===== config.mk =====
export PLATFORM = sky130hd
export DESIGN_NAME = spoc_bdi_block_packer
export DESIGN_NICKNAME = d
export VERILOG_FILES = /design/src/rtl/spoc_bdi_block_packer.sv
export SDC_FILE = /design/constraint.sdc
export NUM_CORES = 1
export LEC_CHECK = 0
export BUFFER_PORTS_ARGS = -buffer_cell sky130_fd_sc_hd__buf_2
export CAP_MARGIN = 0
export CELL_PAD_IN_SITES_DETAIL_PLACEMENT = 0
export CELL_PAD_IN_SITES_GLOBAL_PLACEMENT = 1
export CORE_AREA = 2 2 118 120
export CTS_BUF_LIST = sky130_fd_sc_hd__clkbuf_8 sky130_fd_sc_hd__clkbuf_16
export DETAILED_ROUTE_END_ITERATION = 7
export DIE_AREA = 0 0 120 122
export PLACE_DENSITY = 0.62
export SYNTH_ARGS = -nofsm -noshare
export SYNTH_HDL_FRONTEND = slang
export SYNTH_SLANG_ARGS = --single-unit

===== constraint.sdc =====
create_clock -name clk -period 1.81 [get_ports clk]
set_input_delay 0.4525 -clock clk [delete_from_list [all_inputs] [get_ports clk]]
set_output_delay 0.4525 -clock clk [all_outputs]
set_load 0.01 [all_outputs]

===== src/rtl/spoc_bdi_block_packer.sv =====
// spoc_bdi_block_packer: gathers CCW-bit bdi words into BLK_WORDS-word rate blocks with
// byte masking, 10* padding and a block handshake that can reload while unloading.
module spoc_bdi_block_packer #(
    parameter int         CCW       = 32,
    parameter int         BLK_WORDS = 2,
    parameter logic [7:0] PAD_BYTE  = 8'h80,
    localparam int        BW        = CCW * BLK_WORDS,
    localparam int        NB        = CCW / 8,
    localparam int        NBW       = $clog2(BW / 8 + 1)
) (
    input  logic            clk,
    input  logic            rst,
    input  logic [CCW-1:0]  bdi,
    input  logic            bdi_valid,
    output logic            bdi_ready,
    input  logic [NB-1:0]   bdi_valid_bytes,
    input  logic [3:0]      bdi_type,
    input  logic            bdi_eot,
    input  logic            bdi_eoi,
    output logic [BW-1:0]   blk_data,
    output logic            blk_valid,
    input  logic            blk_ready,
    output logic [3:0]      blk_type,
    output logic [NBW-1:0]  blk_nbytes,
    output logic            blk_partial,
    output logic            blk_eot,
    output logic            blk_eoi
);
    localparam int CW = BLK_WORDS > 1 ? $clog2(BLK_WORDS) : 1;
    localparam int PW = $clog2(NB + 1);

    typedef enum logic {FILL, FULL} state_t;

    state_t         state, state_nx;
    logic [CW-1:0]  cnt, cnt_nx, base_cnt;
    logic [BW-1:0]  base_data, data_nx;
    logic [NBW-1:0] base_nb, nb_nx;
    logic [3:0]     type_nx;
    logic           partial_nx, eot_nx, eoi_nx;
    logic [CCW-1:0] word;
    logic [PW-1:0]  pc;
    logic           hs, last, close, pad_here, pad_next;

    assign bdi_ready = (state == FILL) | blk_ready;
    assign blk_valid = state == FULL;
    assign hs        = bdi_valid & bdi_ready;

    always_comb begin
        // A word accepted while unloading starts a fresh block in slot 0
        base_cnt  = state == FULL ? '0 : cnt;
        base_data = state == FULL ? '0 : blk_data;
        base_nb   = state == FULL ? '0 : blk_nbytes;
        word      = '0;
        pc        = '0;
        for (int j = 0; j < NB; j++) begin
            word[8*j +: 8] = bdi_valid_bytes[j] ? bdi[8*j +: 8] : 8'h00;
            pc = pc + PW'(bdi_valid_bytes[j]);
        end
        last     = int'(base_cnt) == BLK_WORDS - 1;
        close    = bdi_eot | last;
        pad_here = bdi_eot & (int'(pc) < NB);
        pad_next = bdi_eot & (int'(pc) == NB) & ~last;
        for (int j = 0; j < NB; j++)
            if (pad_here && int'(pc) + j == NB - 1) word[8*j +: 8] = PAD_BYTE;
        state_nx   = state;
        cnt_nx     = cnt;
        data_nx    = blk_data;
        nb_nx      = blk_nbytes;
        type_nx    = blk_type;
        partial_nx = blk_partial;
        eot_nx     = blk_eot;
        eoi_nx     = blk_eoi;
        if (hs) begin
            data_nx = base_data;
            for (int k = 0; k < BLK_WORDS; k++) begin
                if (int'(base_cnt) == k) data_nx[(BLK_WORDS-1-k)*CCW +: CCW] = word;
                if (pad_next && int'(base_cnt) + 1 == k)
                    data_nx[(BLK_WORDS-1-k)*CCW + CCW - 8 +: 8] = PAD_BYTE;
            end
            state_nx   = close ? FULL : FILL;
            cnt_nx     = close ? '0 : base_cnt + CW'(1);
            nb_nx      = base_nb + NBW'(pc);
            type_nx    = base_cnt == '0 ? bdi_type : blk_type;
            partial_nx = pad_here | pad_next;
            eot_nx     = close & bdi_eot;
            eoi_nx     = close & bdi_eoi;
        end else if (state == FULL && blk_ready) begin
            state_nx   = FILL;
            cnt_nx     = '0;
            data_nx    = '0;
            nb_nx      = '0;
            type_nx    = '0;
            partial_nx = 1'b0;
            eot_nx     = 1'b0;
            eoi_nx     = 1'b0;
        end
    end

    always_ff @(posedge clk or negedge rst)
        if (!rst) state <= FILL;
        else      state <= state_nx;

    always_ff @(posedge clk or negedge rst)
        if (!rst) begin
            cnt         <= '0;
            blk_data    <= '0;
            blk_nbytes  <= '0;
            blk_type    <= '0;
            blk_partial <= 1'b0;
            blk_eot     <= 1'b0;
            blk_eoi     <= 1'b0;
        end else begin
            cnt         <= cnt_nx;
            blk_data    <= data_nx;
            blk_nbytes  <= nb_nx;
            blk_type    <= type_nx;
            blk_partial <= partial_nx;
            blk_eot     <= eot_nx;
            blk_eoi     <= eoi_nx;
        end
endmodule


==> metrics.txt <==
clock buffers created by TritonCTS=9; site row count=43; violated checks=negative setup slack; Post-synth EDFFs=0; status=finished with violations; total cell area at the placement stage=4520 um^2; VDD IR max=0.352 mV; DRC violation total after the first TritonRoute iteration=124; Slew Limit Headroom=23.3%; post-route cell area=5030 um^2; kind of cell adding the most delay to the critical path=adder cells; hold buffers post-CTS=0; Tcrit/Tclk final=124%; top cells by instance count after synthesis=sky130_fd_sc_hd__dfrtp_1 (77), sky130_fd_sc_hd__a22o_1 (66), sky130_fd_sc_hd__nand2_1 (11); cell taking the most area after synthesis=sky130_fd_sc_hd__dfrtp_1; area delta synth->final=52.4%; CTS tree=done; die height=122 um; Post-DP HPWL=7340 um; Initial Utilization=24.5%; net count of the mapped netlist=312; yosys warns=0; antenna violations before repair=0; area occupied by multi-input gates=1540 um^2; dominant cell by count in the synthesized netlist=sky130_fd_sc_hd__dfrtp_1; count of max-cap constraint violations=0; pre-CTS setup slack=-845 ps; post-detailed-route wirelength per cell=16.9 um; unrepaired setup endpoints after global routing=true; Top-Level Pins=123; clock insertion delay at the later pin of the skew report=330 ps; number of global-route vias before repair=3026; # nets final=478; post-layout minimum cycle time=2250 ps; count of buffers inserted at the top-level ports=122; total track usage=14.5%; maximum number of pins on one net before global-route repair=37; most frequent cell on the critical path=sky130_fd_sc_hd__ha_4; Pwr per Cell Area=1080 nW/um^2; die width=120 um; actual slew at the worst max-slew pin=1150 ps; relative contribution of combinational cells to total power=27.8%; post-synthesis sequential element count=77; register clock-pin slew on the reported worst setup and hold paths=60 ps; final core utilization=37.3%; CTS Sinks=77; final slew viol count=0; overall routed net length=10300 um; largest driver fanout on the critical path=7; Final Hold Violating Endpoints=0; worst path arrival time=2470 ps; antenna diode count=0; kind of start point of the critical path=input port; number of antenna-violating nets in the routed design=0; maximum clock path buffer count=2; clock tree root buffer cell=sky130_fd_sc_hd__clkbuf_16; per-instance average area after synthesis=12.8 um^2; number of failing setup endpoints in the final timing report=69; Clk pwr share=33.3%; Mapped Cells=258; Post-Synthesis Cell Area=3300 um^2; Worst setup EP type=flop; biggest cell delay along the critical path=610 ps; area taken by flip-flops and latches=1930 um^2; area of the die=14600 um^2; Sw Pwr=1.61 mW; global-route wire length before repair=16300 um; global-route congestion overflow total=0; buffers plus inverters on the worst setup path=2; Std-Cell Core Area=13500 um^2; total of fill cells in the finished design=1331; number of H-tree levels=3; share of synthesized flip-flops with an asynchronous set or reset=100%; class of the tightest hold or removal check=in2async; Int Power=3.83 mW; DR vias/cell=4.74; switching part of the total power=29.6%; critical path start-end classification=in2reg; leakage power summed over all cells=2.55 nW; fraction of final layout cells sized beyond drive strength 1=51.4%; Seq pwr share=38.9%; synth top area cells=sky130_fd_sc_hd__dfrtp_1 (58%), sky130_fd_sc_hd__a22o_1 (17%), sky130_fd_sc_hd__ha_1 (2.7%); proportion of synthesized chip area in sequential cells=58.3%; post-synth cell types=50; cell with the biggest individual delay on the critical path=sky130_fd_sc_hd__fa_2; Yosys top cell area share=58.3%; global placer's final weighted congestion=0.782; worst setup skew after layout=3.53 ps; routed vias=2883; number of optimization iterations in the first detailed-route pass=4; final routed DRC violation total=0; Critical Path, Cell by Cell=buf_6 -> fa_2 -> ha_4 -> inv_2 -> ha_4 -> a21o_4 -> o31ai_4 -> nor2_4 -> a22o_1; final worst setup slack=-441 ps; top achievable clock speed=444 MHz; data required time of the worst path=2030 ps; Primary FF master, synth=sky130_fd_sc_hd__dfrtp_1
cell usage in the layout, fill, tap and decap left out, types with 6 or more instances in the layout:
| cell type | Yosys | routed |
|---|---|---|
| sky130_fd_sc_hd__a22o_1 | 66 | 66 |
| sky130_fd_sc_hd__buf_2 | 8 | 118 |
| sky130_fd_sc_hd__buf_4 | 0 | 35 |
| sky130_fd_sc_hd__buf_6 | 0 | 9 |
| sky130_fd_sc_hd__clkbuf_16 | 0 | 9 |
| sky130_fd_sc_hd__dfrtp_1 | 77 | 77 |
| sky130_fd_sc_hd__ha_4 | 0 | 6 |
| sky130_fd_sc_hd__inv_1 | 8 | 6 |
| sky130_fd_sc_hd__nand2_1 | 11 | 11 |
| sky130_fd_sc_hd__o21ai_0 | 10 | 7 |
cell families after synthesis:
logic type | share of synthesized area [%]
buffers and inverters | 2.35
and+or+nand+nor | 8.56
muxes | 0.606
adders and majority gates | 3.26
xor gates and xnor gates | 0.530
AOI/OAI and AO/OA | 26.4
DFF | 58.3
layout make-up:
type | instances | share of cell area [%]
Clock inverter | 4 | 0.969
Inverter | 8 | 0.596
Tap cell | 180 | 4.47
Sequential cell | 77 | 38.3
Timing Repair Buffer | 165 | 20.2
Clock buffer | 11 | 5.02
Multi-Input combinational cell | 163 | 30.5
layer usage:
layer	vias up	wire length, um	track usage (%)
li1	1328	-	-
met1	1460	4620	18.6
met2	83	4890	23.4
met3	12	574	3.89
met4	0	169	5.37
met5	-	0	0
per-stage QoR:
step / total power, mW / std cells / setup TNS (ps) / hold slack [ps]
after floorplan: 2.86 / 258 / -31370 / 157
after global placement: 3.53 / 588 / -50290 / 444
after detailed placement: 3.55 / 588 / -51400 / 456
after CTS: 5.48 / 605 / -21630 / 79.7
after global routing: 5.75 / 608 / -25370 / 108
final: 5.44 / 608 / -22300 / 70.6
state kept, by name, summed over array words and instances (netlist names):
name         cells
cnt              1
blk_valid        1
blk_type         4
blk_eot          1
blk_data        64
blk_partial      1
blk_nbytes       4
blk_eoi          1
final timing paths:
check / slack (ps) / endpoint / depth (start not counted) / startpoint
min in group clk: 340 / blk_type[3] / 2 / bdi_type[3]
setup reg to reg: -70 / blk_data[6] / 3 / blk_valid
setup / recovery: -440 / blk_data[26] / 9 / bdi_valid_bytes[3]
max in group asynchronous: 1160 / blk_data[52] / 2 / rst
hold / removal: 70 / blk_eot / 1 / rst
hold reg to reg: 490 / blk_data[63] / 2 / blk_data[63]
power groups by stage:
stage	Clock, mW	Combinational [mW]	Sequential, mW
4_1_cts	1.88	1.48	2.12
5_1_grt	1.94	1.65	2.15
2_1_floorplan	0	0.606	2.25
6_report	1.81	1.51	2.12
3_3_place_gp	0	1.39	2.14
3_5_place_dp	0	1.40	2.14
what timing repair did:
action                                  CTS  global route
pin swaps                                16             6
setup buffers                             3             3
endpoints found under the setup margin   69            70
resized for setup                        24            12
No activity file was read; power rests on OpenSTA's default activity.
